### config.mk
export PLATFORM = sky130hd
export DESIGN_NAME = calc_sequencer_flat
export DESIGN_NICKNAME = d
export VERILOG_FILES = /design/src/rtl/calc_sequencer_if.sv /design/src/rtl/calc_sequencer.sv /design/src/flat_wrapper.sv
export SDC_FILE = /design/constraint.sdc
export NUM_CORES = 1
export LEC_CHECK = 0
export BUFFER_PORTS_ARGS = -buffer_cell sky130_fd_sc_hd__buf_2
export CORE_UTILIZATION = 53
export CTS_CLUSTER_DIAMETER = 200
export DETAILED_ROUTE_END_ITERATION = 12
export GPL_TIMING_DRIVEN = 0
export PLACE_DENSITY = 0.87
export SLEW_MARGIN = 20
export SYNTH_ARGS = -nofsm -noshare
export SYNTH_HDL_FRONTEND = slang
export SYNTH_SLANG_ARGS = --single-unit
### constraint.sdc
create_clock -name clk -period 2.8 [get_ports clk]
set_clock_uncertainty 0.2 [all_clocks]
set_input_delay 0.42 -clock clk [delete_from_list [all_inputs] [get_ports clk]]
set_output_delay 0.42 -clock clk [all_outputs]
set_load 0.1 [all_outputs]
### src/rtl/calc_sequencer_if.sv
// Command and queue-side signal bundle for calc_sequencer.
// The master side is the command source plus the operand queue. The slave side is the sequencer.
interface calc_sequencer_if;
    logic        in_valid;
    logic        in_ready;
    logic        in_kind;
    logic [7:0]  in_data;
    logic [1:0]  q_opcode;
    logic [7:0]  q_back;
    logic [15:0] q_top_conc;
    logic        q_is_err;
    logic        res_valid;
    logic [7:0]  res_data;
    logic        err;
    logic [2:0]  count;

    modport master (
        output in_valid, in_kind, in_data, q_top_conc, q_is_err,
        input  in_ready, q_opcode, q_back, res_valid, res_data, err, count
    );

    modport slave (
        input  in_valid, in_kind, in_data, q_top_conc, q_is_err,
        output in_ready, q_opcode, q_back, res_valid, res_data, err, count
    );
endinterface

### src/rtl/calc_sequencer.sv
// Command sequencer feeding the 5-entry operand queue. It performs ALU/shift-add MUL work on the
// queue's front pair, issues single-cycle queue strobes, and mirrors occupancy to reject illegal commands.
module calc_sequencer #(
    parameter int QDEPTH     = 5,
    parameter int MUL_CYCLES = 8
) (
    input  logic              clk,
    input  logic              rst,
    calc_sequencer_if.slave   bus
);
    localparam int         IW       = $clog2(MUL_CYCLES + 1);
    localparam logic [2:0] QDEPTH_C = 3'(QDEPTH);
    localparam logic [1:0] OP_PUSH  = 2'b00;
    localparam logic [1:0] OP_NOP   = 2'b01;
    localparam logic [1:0] OP_RED   = 2'b10;
    localparam logic [1:0] OP_POP   = 2'b11;

    typedef enum logic [1:0] {S_IDLE, S_MUL, S_ISSUE, S_ERR} state_e;

    state_e          state_q, state_d;
    logic [1:0]      op_q, op_d;
    logic [7:0]      back_q, back_d;
    logic            res_valid_q, res_valid_d;
    logic [7:0]      res_data_q, res_data_d;
    logic            err_q, err_d;
    logic [2:0]      count_q, count_d;
    logic [7:0]      mul_a_q, mul_a_d;
    logic [7:0]      mul_b_q, mul_b_d;
    logic [7:0]      acc_q, acc_d;
    logic [IW-1:0]   iter_q, iter_d;

    logic [7:0] opa, opb, alu_res, acc_step;
    logic       fail;

    assign opa = bus.q_top_conc[7:0];
    assign opb = bus.q_top_conc[15:8];

    always_comb begin
        alu_res = 8'h00;
        case (bus.in_data[2:0])
            3'd0:    alu_res = opa + opb;
            3'd1:    alu_res = opa - opb;
            3'd2:    alu_res = opa & opb;
            3'd3:    alu_res = opa | opb;
            3'd4:    alu_res = opa ^ opb;
            default: alu_res = 8'h00;
        endcase
    end

    assign acc_step = mul_b_q[0] ? (acc_q + mul_a_q) : acc_q;

    always_comb begin
        state_d     = state_q;
        op_d        = op_q;
        back_d      = back_q;
        res_valid_d = 1'b0;
        res_data_d  = res_data_q;
        err_d       = err_q;
        count_d     = count_q;
        mul_a_d     = mul_a_q;
        mul_b_d     = mul_b_q;
        acc_d       = acc_q;
        iter_d      = iter_q;
        fail        = 1'b0;

        unique case (state_q)
            S_IDLE: begin
                if (bus.in_valid && !err_q) begin
                    if (!bus.in_kind) begin
                        if (count_q < QDEPTH_C) begin
                            back_d  = bus.in_data;
                            op_d    = OP_PUSH;
                            state_d = S_ISSUE;
                        end else begin
                            fail = 1'b1;
                        end
                    end else begin
                        case (bus.in_data[2:0])
                            3'd0, 3'd1, 3'd2, 3'd3, 3'd4: begin
                                if (count_q >= 3'd2) begin
                                    back_d  = alu_res;
                                    op_d    = OP_RED;
                                    state_d = S_ISSUE;
                                end else begin
                                    fail = 1'b1;
                                end
                            end
                            3'd5: begin
                                if (count_q >= 3'd2) begin
                                    mul_a_d = opa;
                                    mul_b_d = opb;
                                    acc_d   = 8'h00;
                                    iter_d  = '0;
                                    state_d = S_MUL;
                                end else begin
                                    fail = 1'b1;
                                end
                            end
                            3'd6: begin
                                if (count_q >= 3'd1) begin
                                    res_data_d  = opa;
                                    res_valid_d = 1'b1;
                                    op_d        = OP_POP;
                                    state_d     = S_ISSUE;
                                end else begin
                                    fail = 1'b1;
                                end
                            end
                            default: fail = 1'b1;
                        endcase
                    end
                end
                if (fail) begin
                    err_d   = 1'b1;
                    state_d = S_ERR;
                end
            end
            S_MUL: begin
                acc_d   = acc_step;
                mul_a_d = mul_a_q << 1;
                mul_b_d = mul_b_q >> 1;
                iter_d  = iter_q + IW'(1);
                // The final iteration's sum goes straight to q_back so ISSUE follows without a gap.
                if (iter_q == IW'(MUL_CYCLES - 1)) begin
                    back_d  = acc_step;
                    op_d    = OP_RED;
                    state_d = S_ISSUE;
                end
            end
            S_ISSUE: begin
                count_d = (op_q == OP_PUSH) ? (count_q + 3'd1) : (count_q - 3'd1);
                state_d = S_IDLE;
            end
            S_ERR: begin
                state_d = S_ERR;
            end
            default: state_d = S_ERR;
        endcase

        if (bus.q_is_err) begin
            err_d   = 1'b1;
            state_d = S_ERR;
            count_d = count_q;
        end
    end

    always_ff @(posedge clk or posedge rst) begin
        if (rst) begin
            state_q     <= S_IDLE;
            op_q        <= OP_NOP;
            back_q      <= 8'h00;
            res_valid_q <= 1'b0;
            res_data_q  <= 8'h00;
            err_q       <= 1'b0;
            count_q     <= 3'd0;
            mul_a_q     <= 8'h00;
            mul_b_q     <= 8'h00;
            acc_q       <= 8'h00;
            iter_q      <= '0;
        end else begin
            state_q     <= state_d;
            op_q        <= op_d;
            back_q      <= back_d;
            res_valid_q <= res_valid_d;
            res_data_q  <= res_data_d;
            err_q       <= err_d;
            count_q     <= count_d;
            mul_a_q     <= mul_a_d;
            mul_b_q     <= mul_b_d;
            acc_q       <= acc_d;
            iter_q      <= iter_d;
        end
    end

    assign bus.in_ready  = (state_q == S_IDLE) && !err_q;
    assign bus.q_opcode  = (state_q == S_ISSUE) ? op_q : OP_NOP;
    assign bus.q_back    = back_q;
    assign bus.res_valid = res_valid_q;
    assign bus.res_data  = res_data_q;
    assign bus.err       = err_q;
    assign bus.count     = count_q;
endmodule

### src/flat_wrapper.sv
// flat-port wrapper written by rule: the top's interface ports become plain ports
module calc_sequencer_flat 
#(
    parameter int QDEPTH     = 5,
    parameter int MUL_CYCLES = 8
)
  (clk, rst, bus_in_valid, bus_in_kind, bus_in_data, bus_q_top_conc, bus_q_is_err, bus_in_ready, bus_q_opcode, bus_q_back, bus_res_valid, bus_res_data, bus_err, bus_count);
  calc_sequencer_if bus_i ();
  input  logic clk;
  input  logic rst;
  input wire logic [$bits(bus_i.in_valid)-1:0] bus_in_valid;
  input wire logic [$bits(bus_i.in_kind)-1:0] bus_in_kind;
  input wire logic [$bits(bus_i.in_data)-1:0] bus_in_data;
  input wire logic [$bits(bus_i.q_top_conc)-1:0] bus_q_top_conc;
  input wire logic [$bits(bus_i.q_is_err)-1:0] bus_q_is_err;
  output wire logic [$bits(bus_i.in_ready)-1:0] bus_in_ready;
  output wire logic [$bits(bus_i.q_opcode)-1:0] bus_q_opcode;
  output wire logic [$bits(bus_i.q_back)-1:0] bus_q_back;
  output wire logic [$bits(bus_i.res_valid)-1:0] bus_res_valid;
  output wire logic [$bits(bus_i.res_data)-1:0] bus_res_data;
  output wire logic [$bits(bus_i.err)-1:0] bus_err;
  output wire logic [$bits(bus_i.count)-1:0] bus_count;
  assign bus_i.in_valid = bus_in_valid;
  assign bus_i.in_kind = bus_in_kind;
  assign bus_i.in_data = bus_in_data;
  assign bus_i.q_top_conc = bus_q_top_conc;
  assign bus_i.q_is_err = bus_q_is_err;
  assign bus_in_ready = bus_i.in_ready;
  assign bus_q_opcode = bus_i.q_opcode;
  assign bus_q_back = bus_i.q_back;
  assign bus_res_valid = bus_i.res_valid;
  assign bus_res_data = bus_i.res_data;
  assign bus_err = bus_i.err;
  assign bus_count = bus_i.count;
  calc_sequencer #(.QDEPTH(QDEPTH), .MUL_CYCLES(MUL_CYCLES)) u_core (.clk(clk), .rst(rst), .bus(bus_i));
endmodule
# == Word level (Yosys, flattened, before mapping) ==
# Cells that the tools add are included.
# word_totals
in_bits,29
regBits,53
output_inout_bits,24
word_cells,133
# op_classes
eq_ne,28
magnitude_cmp,3
n_bitwise,4
n_reduce_logical,18
n_addsub,6
n_mux,63
# op_table
operator,count
8-bit 2-to-1 mux,19
8-bit case mux with 2 select lines,4
8-bit case mux with 5 select lines,1
2-bit 2-to-1 mux,14
"6-bit by 4-bit inequality test with 1-bit output, second input constant",3
8-bit adder,2
4-bit 2-to-1 mux,4
1-bit 2-to-1 mux,14
7-bit AND reduction,2
5-bit AND reduction,2
"3-bit == test, second input constant",3
"3-bit by 2-bit inequality test with 1-bit output, second input constant",3
8-bit bitwise AND,1
"4-bit by 3-bit inequality test with 1-bit output, second input constant",2
8-bit bitwise OR,1
2-bit case mux with 2 select lines,2
2-bit case mux with 4 select lines,1
4-bit case mux with 2 select lines,1
8-bit subtractor,1
8-bit XOR,1
"7-bit by 6-bit inequality test with 1-bit output, second input constant",1
"3-bit by 2-bit == test with 1-bit output, second input constant",2
"2-bit by 1-bit inequality test with 1-bit output, second input constant",3
2-bit case mux with 3 select lines,1
other kinds (27),34

# == Longest topological paths before layout ==
# Gate-level depths: netlist of run 1.
# depth
depth_word,9
depth_mapped,12
depth_no_buf,12

# == Worst setup path after synthesis of run 1 ==
# No wires, ideal clock.
# synth_path
kind,flip-flop to output port
from,register u_core.err_q (netlist: u_core.bus.err)
to,output port bus_in_ready
path_stages_with_launch,2
path_buffers,0
slack_ps,-786
arrival_time_ps,2966
required_ps,2180
cell_sequence,dfrtp_1 nor3_1
# synth_via
elab_chain_cells,2
# synth_lines
element,line_no,text
from (decl),calc_sequencer.sv:25,"logic err_q, err_d;"
from (signal assigned),calc_sequencer.sv:166,err_q <= err_d;
1-bit zero test,calc_sequencer.sv:175,assign bus.in_ready = (state_q == S_IDLE) && !err_q;
1-bit logical AND,calc_sequencer.sv:175,
to (decl),flat_wrapper.sv:16,output wire logic [$bits(bus_i.in_ready)-1:0] bus_in_ready;
# No other way between the ends.

# == Final worst setup path of run 1 ==
# layout_path
from,input port bus_q_top_conc[9]
to,register u_core.back_q[6] (netlist: u_core.bus.q_back[6])
# layout_via
elab_chain_cells,7
word_cells_on_any_way,8
cone_classes,add/sub (2); mux (6)
# layout_lines
element,line_no,text
from (decl),flat_wrapper.sv:14,input wire logic [$bits(bus_i.q_top_conc)-1:0] bus_q_top_conc;
8-bit subtractor / 8-bit adder (equally long branches),"calc_sequencer.sv:42, calc_sequencer.sv:41",
8-bit case mux with 5 select lines (*),calc_sequencer.sv:40,case (bus.in_data[2:0])
8-bit 2-to-1 mux (*),calc_sequencer.sv:80,if (count_q >= 3'd2) begin
8-bit 2-to-1 mux (*),calc_sequencer.sv:78,case (bus.in_data[2:0])
8-bit 2-to-1 mux (*),calc_sequencer.sv:69,if (!bus.in_kind) begin
8-bit 2-to-1 mux (*),calc_sequencer.sv:68,if (bus.in_valid && !err_q) begin
8-bit case mux with 2 select lines (*),calc_sequencer.sv:66,unique case (state_q)
to (signal assigned),calc_sequencer.sv:163,back_q <= back_d;
to (decl),calc_sequencer.sv:22,"logic [7:0] back_q, back_d;"
# Mark *: on every way between the ends. The rest lies on a longest branch, timed or not. The select of a mux whose other input is x is not followed.
# A chain may end at the register's enable or synchronous reset.

==> out/metrics.cfg, run 1 <==
[synthesis]
syn_avg_cell_area_um2 = 9.24
synth-seq-area-share_pct = 34.5
synth-edff-count = 0
async_flop_share_pct = 100
yosysWarnings = 0
synth_flop_cell = dfrtp_1
synthCells = 416
yosysUniqueCellTypes = 58
synth_seq_cells = 53
synth_nets = 482
syn-cell-area_um2 = 3840

[critical_path]
rrSetupSlack_ps = 130
worstPathArrival_ps = 2740
start_kind = primary input
cp_cell_sequence = buf_2 -> inv_1 -> ha_1 -> mux2_4 -> fa_2 -> o21bai_4 -> a41o_1 -> nor4b_1 -> a211o_1 -> a222oi_1 -> a21oi_1
cp_top_family = compound AO/OA/AOI/OAI gates
worstPathMaxFanout = 5
critPathRequiredTime_ps = 2800
slowest_stage = fa_2
crit_type = in -> reg
cp.buffers_inverters = 2
end_kind = register
cpPeakStageDelay_ps = 440

[route]
vias = 3508
wirelength_um = 10100
ant_nets = 0
drt_iter0_markers = 236
drcViolationCount = 0
dr.pass1.iters = 5
wl_per_cell_um = 17.6
avgViaCountPerCell = 6.11

[floorplanning]
die_area_um2 = 7600
initial_core_util_pct = 55.7
io_pins = 53
rows = 30
core_um2 = 6910
die-width_um = 87.2
die_h_um = 87.2

[grt]
gr-usage-all-layers_pct = 27.3
grt_pass1_vias = 3301
grt_pass1_wl_um = 16100
grt_max_degree = 54
grt_overflow = 0
antenna_found_initial = 0

[finish]
areaGrowthSynthToFinish_pct = 15.3
nNetsFinal = 543
antenna_cells = 0
final_util_pct = 64.2
drive_above_1_share_pct = 22.4

[clock_tree]
clkTransAtPathRegs_ps = 100
cts.sinks = 53
clockRootBuffer = clkbuf_8
cts_tree = yes
ctsLongestPathBuffers = 2
cts_inserted_buffers = 5
clock_latency_ps = 320
hold_buffers = 0
htree_levels = 2

[timing]
finalSetupViolCount = 0
hold_viol = 20
fin_crit_sh_pct = 98.0
tightest_slew_ps = 756
holdWs_ps = -15.5
period_needed_ps = 2740
drv_slew = 0
slew_headroom_pct = 49.4
max_freq_mhz = 365

[run]
drv_cap = 0

[pwr]
power-per-cell-area_nw_per_um2 = 830
p_leak_nw = 2.01
peakVddDrop_v = 0.000588

[hold_path]
hold_path_class = in -> async

[place]
io_buffers = 51
place_hpwl_um = 7290
place_congestion = 0.918

[status]
violations = hold timing
status = complete, but fails checks

==> registers in the layout (all words and copies together), names as in the netlist, 2 cells and up <==
name,flops
u_core.acc_q,8
u_core.bus.q_back,8
u_core.bus.res_data,8
u_core.mul_a_q,8
u_core.mul_b_q,8
u_core.iter_q,4
u_core.bus.count,3
u_core.op_q,2
u_core.state_q,2
==> cell type report <==
class,instances,area [µm²]
Buffer,20,98.8
Clock buffer,5,68.8
Clock inverter,3,65.1
Fill cell,588,2470
Inverter,24,92.6
Multi-Input combinational cell,318,2360
Sequential cell,53,1330
Tap cell,96,120
Timing Repair Buffer,55,300
==> repair_timing <==
action                                  in CTS  in global routing
pin swaps                                    1                  8
buffers inserted                             1                  3
resized for setup                            1                 14
endpoints found under the setup margin       1                  2
endpoints found under the hold margin        0                  0
==> synthesized netlist by cell type, types with 3 or more instances <==
| master | count | area [µm²] |
|---|---|---|
| nand2_1 | 35 | 131 |
| o21ai_0 | 17 | 85.1 |
| a21o_1 | 6 | 45.0 |
| nor3_1 | 8 | 40.0 |
| a22o_1 | 4 | 35.0 |
| o21ai_1 | 17 | 85.1 |
| nand3_1 | 3 | 15.0 |
| dfrtp_1 | 52 | 1300 |
| o21bai_1 | 5 | 37.5 |
| xor2_1 | 3 | 26.3 |
| a31oi_1 | 10 | 62.6 |
| mux2i_1 | 16 | 160 |
| a221oi_1 | 4 | 35.0 |
| nand2b_1 | 8 | 50.1 |
| o22ai_1 | 4 | 25.0 |
| nor2b_1 | 5 | 31.3 |
| nor4_1 | 3 | 18.8 |
| clkbuf_1 | 10 | 37.5 |
| nor3b_1 | 3 | 22.5 |
| nor2_1 | 35 | 131 |
| ha_1 | 35 | 438 |
| a21oi_1 | 19 | 95.1 |
| mux2_2 | 14 | 158 |
| inv_1 | 24 | 90.1 |
| nand3b_1 | 4 | 30.0 |
| buf_2 | 7 | 35.0 |
| a22oi_1 | 8 | 60.1 |
| xnor2_1 | 16 | 140 |
| o21a_1 | 3 | 22.5 |
==> path summary, 6_finish.rpt <==
kind                                                from                                 end  cells after the start
setup / recovery                       bus_q_top_conc[9]    u_core.bus.q_back[6]$_DFFE_PP0P_                     11
min in group clk                            bus_q_is_err       u_core.state_q[1]$_DFFE_PP0P_                      3
setup reg to reg           u_core.mul_a_q[0]$_DFFE_PP0P_    u_core.bus.q_back[6]$_DFFE_PP0P_                      9
hold reg to reg            u_core.mul_b_q[1]$_DFFE_PP0P_       u_core.mul_b_q[0]$_DFFE_PP0P_                      2
max in group asynchronous                            rst  u_core.bus.res_data[5]$_DFFE_PP0P_                      2
hold / removal                                       rst         u_core.acc_q[0]$_DFFE_PP0P_                      2
==> kinds of logic after synthesis <==
| logic type | share of synthesized area (%) |
|---|---|
| AOI/OAI and AO/OA | 20.0 |
| DFF | 34.5 |
| muxes | 8.27 |
| buffers and inverters | 5.21 |
| and+or+nand+nor | 15.2 |
| xor gates and xnor gates | 4.33 |
| adders and majority gates | 12.4 |
==> worst reg2reg max path: stages, from the launching register on <==
cell and delay [ps]:
dfrtp_1 420, ha_2 210, fa_2 400, a21o_1 200, a211oi_2 230, o21bai_1 110
xor2_1 160, mux2_2 290, a222oi_1 220, a21oi_1 110
==> per-layer routing <==
metal	vias to the layer above	global-route usage (%)	share of wire (%)	wire, µm
met5	-	0	0	0
met4	0	7.30	2.0	206
met3	28	4.36	8.5	863
met2	184	45.3	48	4810
met1	1691	37.2	42	4210
li1	1605	-	-	-
==> layout by cell type, fill, tap and decap left out, types with 4 or more instances in the layout <==
master     n
o21ai_1   17
mux2i_1   16
nor2_1    35
nand3b_1   4
a21oi_1   18
buf_4      7
ha_1      34
nor3_1     6
a22o_1     4
nand2_1   35
dfrtp_1   52
inv_1     23
buf_2     55
nand2b_1   8
clkbuf_8   5
clkbuf_1  10
o22ai_1    4
nor2b_1    5
xnor2_1   16
a21o_1     6
a22oi_1    8
mux2_2    13
o21bai_1   4
o21ai_0   17
a31oi_1   10
==> per-stage QoR <==
stage / instances / worst slack (ps) / TNS (ps) / area [µm²] / power, W
2_1_floorplan: 416 / -2.56 / -2.56 / 3850 / 0.00261
3_3_place_gp: 563 / -382 / -912 / 4230 / 0.00290
3_5_place_dp: 563 / -407 / -1060 / 4230 / 0.00299
4_1_cts: 572 / 41.6 / 0 / 4380 / 0.00363
5_1_grt: 574 / -41.6 / -56.8 / 4430 / 0.00391
6_report: 574 / 56.6 / 0 / 4430 / 0.00368
==> report_power, final <==
part	internal, W	switching (W)
Clock	0.000355	0.000275
Sequential	0.00101	0.000207
Combinational	0.000658	0.00118
Total	0.00202	0.00166
(Power assumes the default switching activity.)
==> run 2, diff against run 1 <==
--- a/config.mk
+++ b/config.mk
@@ -6,7 +6,7 @@
 export NUM_CORES = 1
 export LEC_CHECK = 0
 export BUFFER_PORTS_ARGS = -buffer_cell sky130_fd_sc_hd__buf_2
-export CORE_UTILIZATION = 53
+export CORE_UTILIZATION = 55
 export CTS_CLUSTER_DIAMETER = 200
 export DETAILED_ROUTE_END_ITERATION = 12
 export GPL_TIMING_DRIVEN = 0
==> constraint.sdc (replaced) <==
create_clock -name clk -period 3 [get_ports clk]
set_clock_uncertainty 0.2 [all_clocks]
set_input_delay 0.45 -clock clk [delete_from_list [all_inputs] [get_ports clk]]
set_output_delay 0.45 -clock clk [all_outputs]
set_load 0.1 [all_outputs]
==> out/metrics.cfg, run 2 (synthesized netlist as in run 1, its figures left out) <==
[timing]
rsz0062_at_grt = no
tightest_slew_ps = 881
fin_crit_sh_pct = 96.9
period_needed_ps = 2910
finalSetupViolCount = 0
max_freq_mhz = 344
worst_slack_ps = 92.2
slew_headroom_pct = 41.0
hold_viol = 0
drv_slew = 0

[floorplanning]
die_h_um = 85.6
die-width_um = 85.6
die_area_um2 = 7330
io_pins = 53
rows = 30
core_um2 = 6760
initial_core_util_pct = 56.9

[critical_path]
worstPathMaxFanout = 5
start_kind = primary input
critPathRequiredTime_ps = 2990
worstPathArrival_ps = 2900
critPathLaunch = bus_q_top_conc[8]
cp_top_family = compound AO/OA/AOI/OAI gates
cpPeakStageDelay_ps = 460
rrSetupSlack_ps = 230
cp_cell_sequence = buf_2 -> inv_1 -> ha_1 -> mux2_4 -> fa_1 -> o21bai_2 -> a41o_1 -> nor4b_1 -> a211o_1 -> a222oi_1 -> a21oi_1
cp.buffers_inverters = 2
slowest_stage = fa_1
crit_type = in -> reg
end_kind = register
rr_startpoint = u_core.mul_a_q[0]$_DFFE_PP0P_

[pwr]
peakVddDrop_v = 0.000515
power-per-cell-area_nw_per_um2 = 747
p_int_w = 0.00170
swShare_pct = 47.3
power_switching_w = 0.00152
combPwrFrac_pct = 52.0
clkPwrFrac_pct = 12.8
p_leak_nw = 1.98
power_frac_seq_pct = 35.2

[grt]
grt_max_degree = 54
grt_overflow = 0
grt_pass1_wl_um = 16100
grt_pass1_vias = 3354
gr-usage-all-layers_pct = 28.1
antenna_found_initial = 0

[route]
wirelength_um = 9920
wl_per_cell_um = 17.8
dr.pass1.iters = 6
avgViaCountPerCell = 6.20
drcViolationCount = 0
ant_nets = 0
drt_iter0_markers = 254
vias = 3445

[finish]
nNetsFinal = 541
stdcell_area_um2 = 4310
final_common_cell = buf_2
instances_no_fill = 556
areaGrowthSynthToFinish_pct = 12.1
drive_above_1_share_pct = 20.8
mostFrequentLayoutCells = buf_2 (58), dfrtp_1 (52), nor2_1 (35), nand2_1 (35), ha_1 (35)
antenna_cells = 0

[clock_tree]
cts_tree = yes
ctsLongestPathBuffers = 2
cts.sinks = 53
clkTransAtPathRegs_ps = 100
clockRootBuffer = clkbuf_8
htree_levels = 2
cts_inserted_buffers = 5
clock_latency_ps = 310
hold_buffers = 0

[place]
place_hpwl_um = 7300
dpl.cell_count = 547
post-place-ws_ps = -425
place_congestion = 0.885
placed_area_um2 = 4210
io_buffers = 51

[run]
drv_cap = 0

[status]
status = completed

[hold_path]
hold_path_class = in -> async

## run 2: changes by cell type in the layout (fill, tap and decap cells not counted), moves of 2 or more
cell / delta
bufinv_16: -2
fa_1: +2
buf_4: -4
buf_2: +3
fa_2: -2
## run 2: power by group through the flow
stage | clock [W] | combinational (W) | sequential [W]
2_1_floorplan | 0 | 0.000935 | 0.00150
3_3_place_gp | 0 | 0.00158 | 0.00112
3_5_place_dp | 0 | 0.00166 | 0.00114
4_1_cts | 0.000414 | 0.00167 | 0.00113
5_1_grt | 0.000438 | 0.00183 | 0.00116
6_report | 0.000413 | 0.00167 | 0.00113
## run 2: what timing repair did
item                                    4_1_cts  5_1_grt
endpoints found under the setup margin        1        1
gates resized for setup                       0        1
pin swaps                                     1        0
setup buffers                                 1        0
## run 2: area by class of cell
cell class                      instances  area (µm²)
Fill cell                             577        2450
Multi-Input combinational cell        318        2330
Sequential cell                        53        1330
Timing Repair Buffer                   52         263
Buffer                                 21         110
Tap cell                               80         100
Inverter                               24        92.6
Clock buffer                            5        68.8
Clock inverter                          3        17.5
## run 2: final timing paths
kind,endpoint,cells after the start
setup reg to reg,u_core.bus.q_back[6]$_DFFE_PP0P_,9
setup / recovery,u_core.bus.q_back[6]$_DFFE_PP0P_,11
min in group clk,u_core.state_q[1]$_DFFE_PP0P_,3
max in group asynchronous,u_core.mul_a_q[5]$_DFFE_PP0P_,2
hold reg to reg,u_core.mul_b_q[1]$_DFFE_PP0P_,2
hold / removal,u_core.iter_q[3]$_DFFE_PP0P_,2
## run 2: per-layer routing
metal	up-vias	GRT usage, %	wire length (µm)
met5	-	0	0
met4	0	10.5	326
met3	32	3.56	703
met2	168	46.6	4690
met1	1639	37.6	4190
li1	1606	-	-
## run 2: metrics by stage
step	hold WS [ps]	power, W	TNS (ps)	utilization (%)
2_1_floorplan	255	0.00243	0	-
3_3_place_gp	267	0.00271	-515	62.3
3_5_place_dp	275	0.00279	-686	62.3
4_1_cts	61.3	0.00321	0	63.7
5_1_grt	82.9	0.00342	0	63.8
6_report	24.9	0.00322	0	63.8
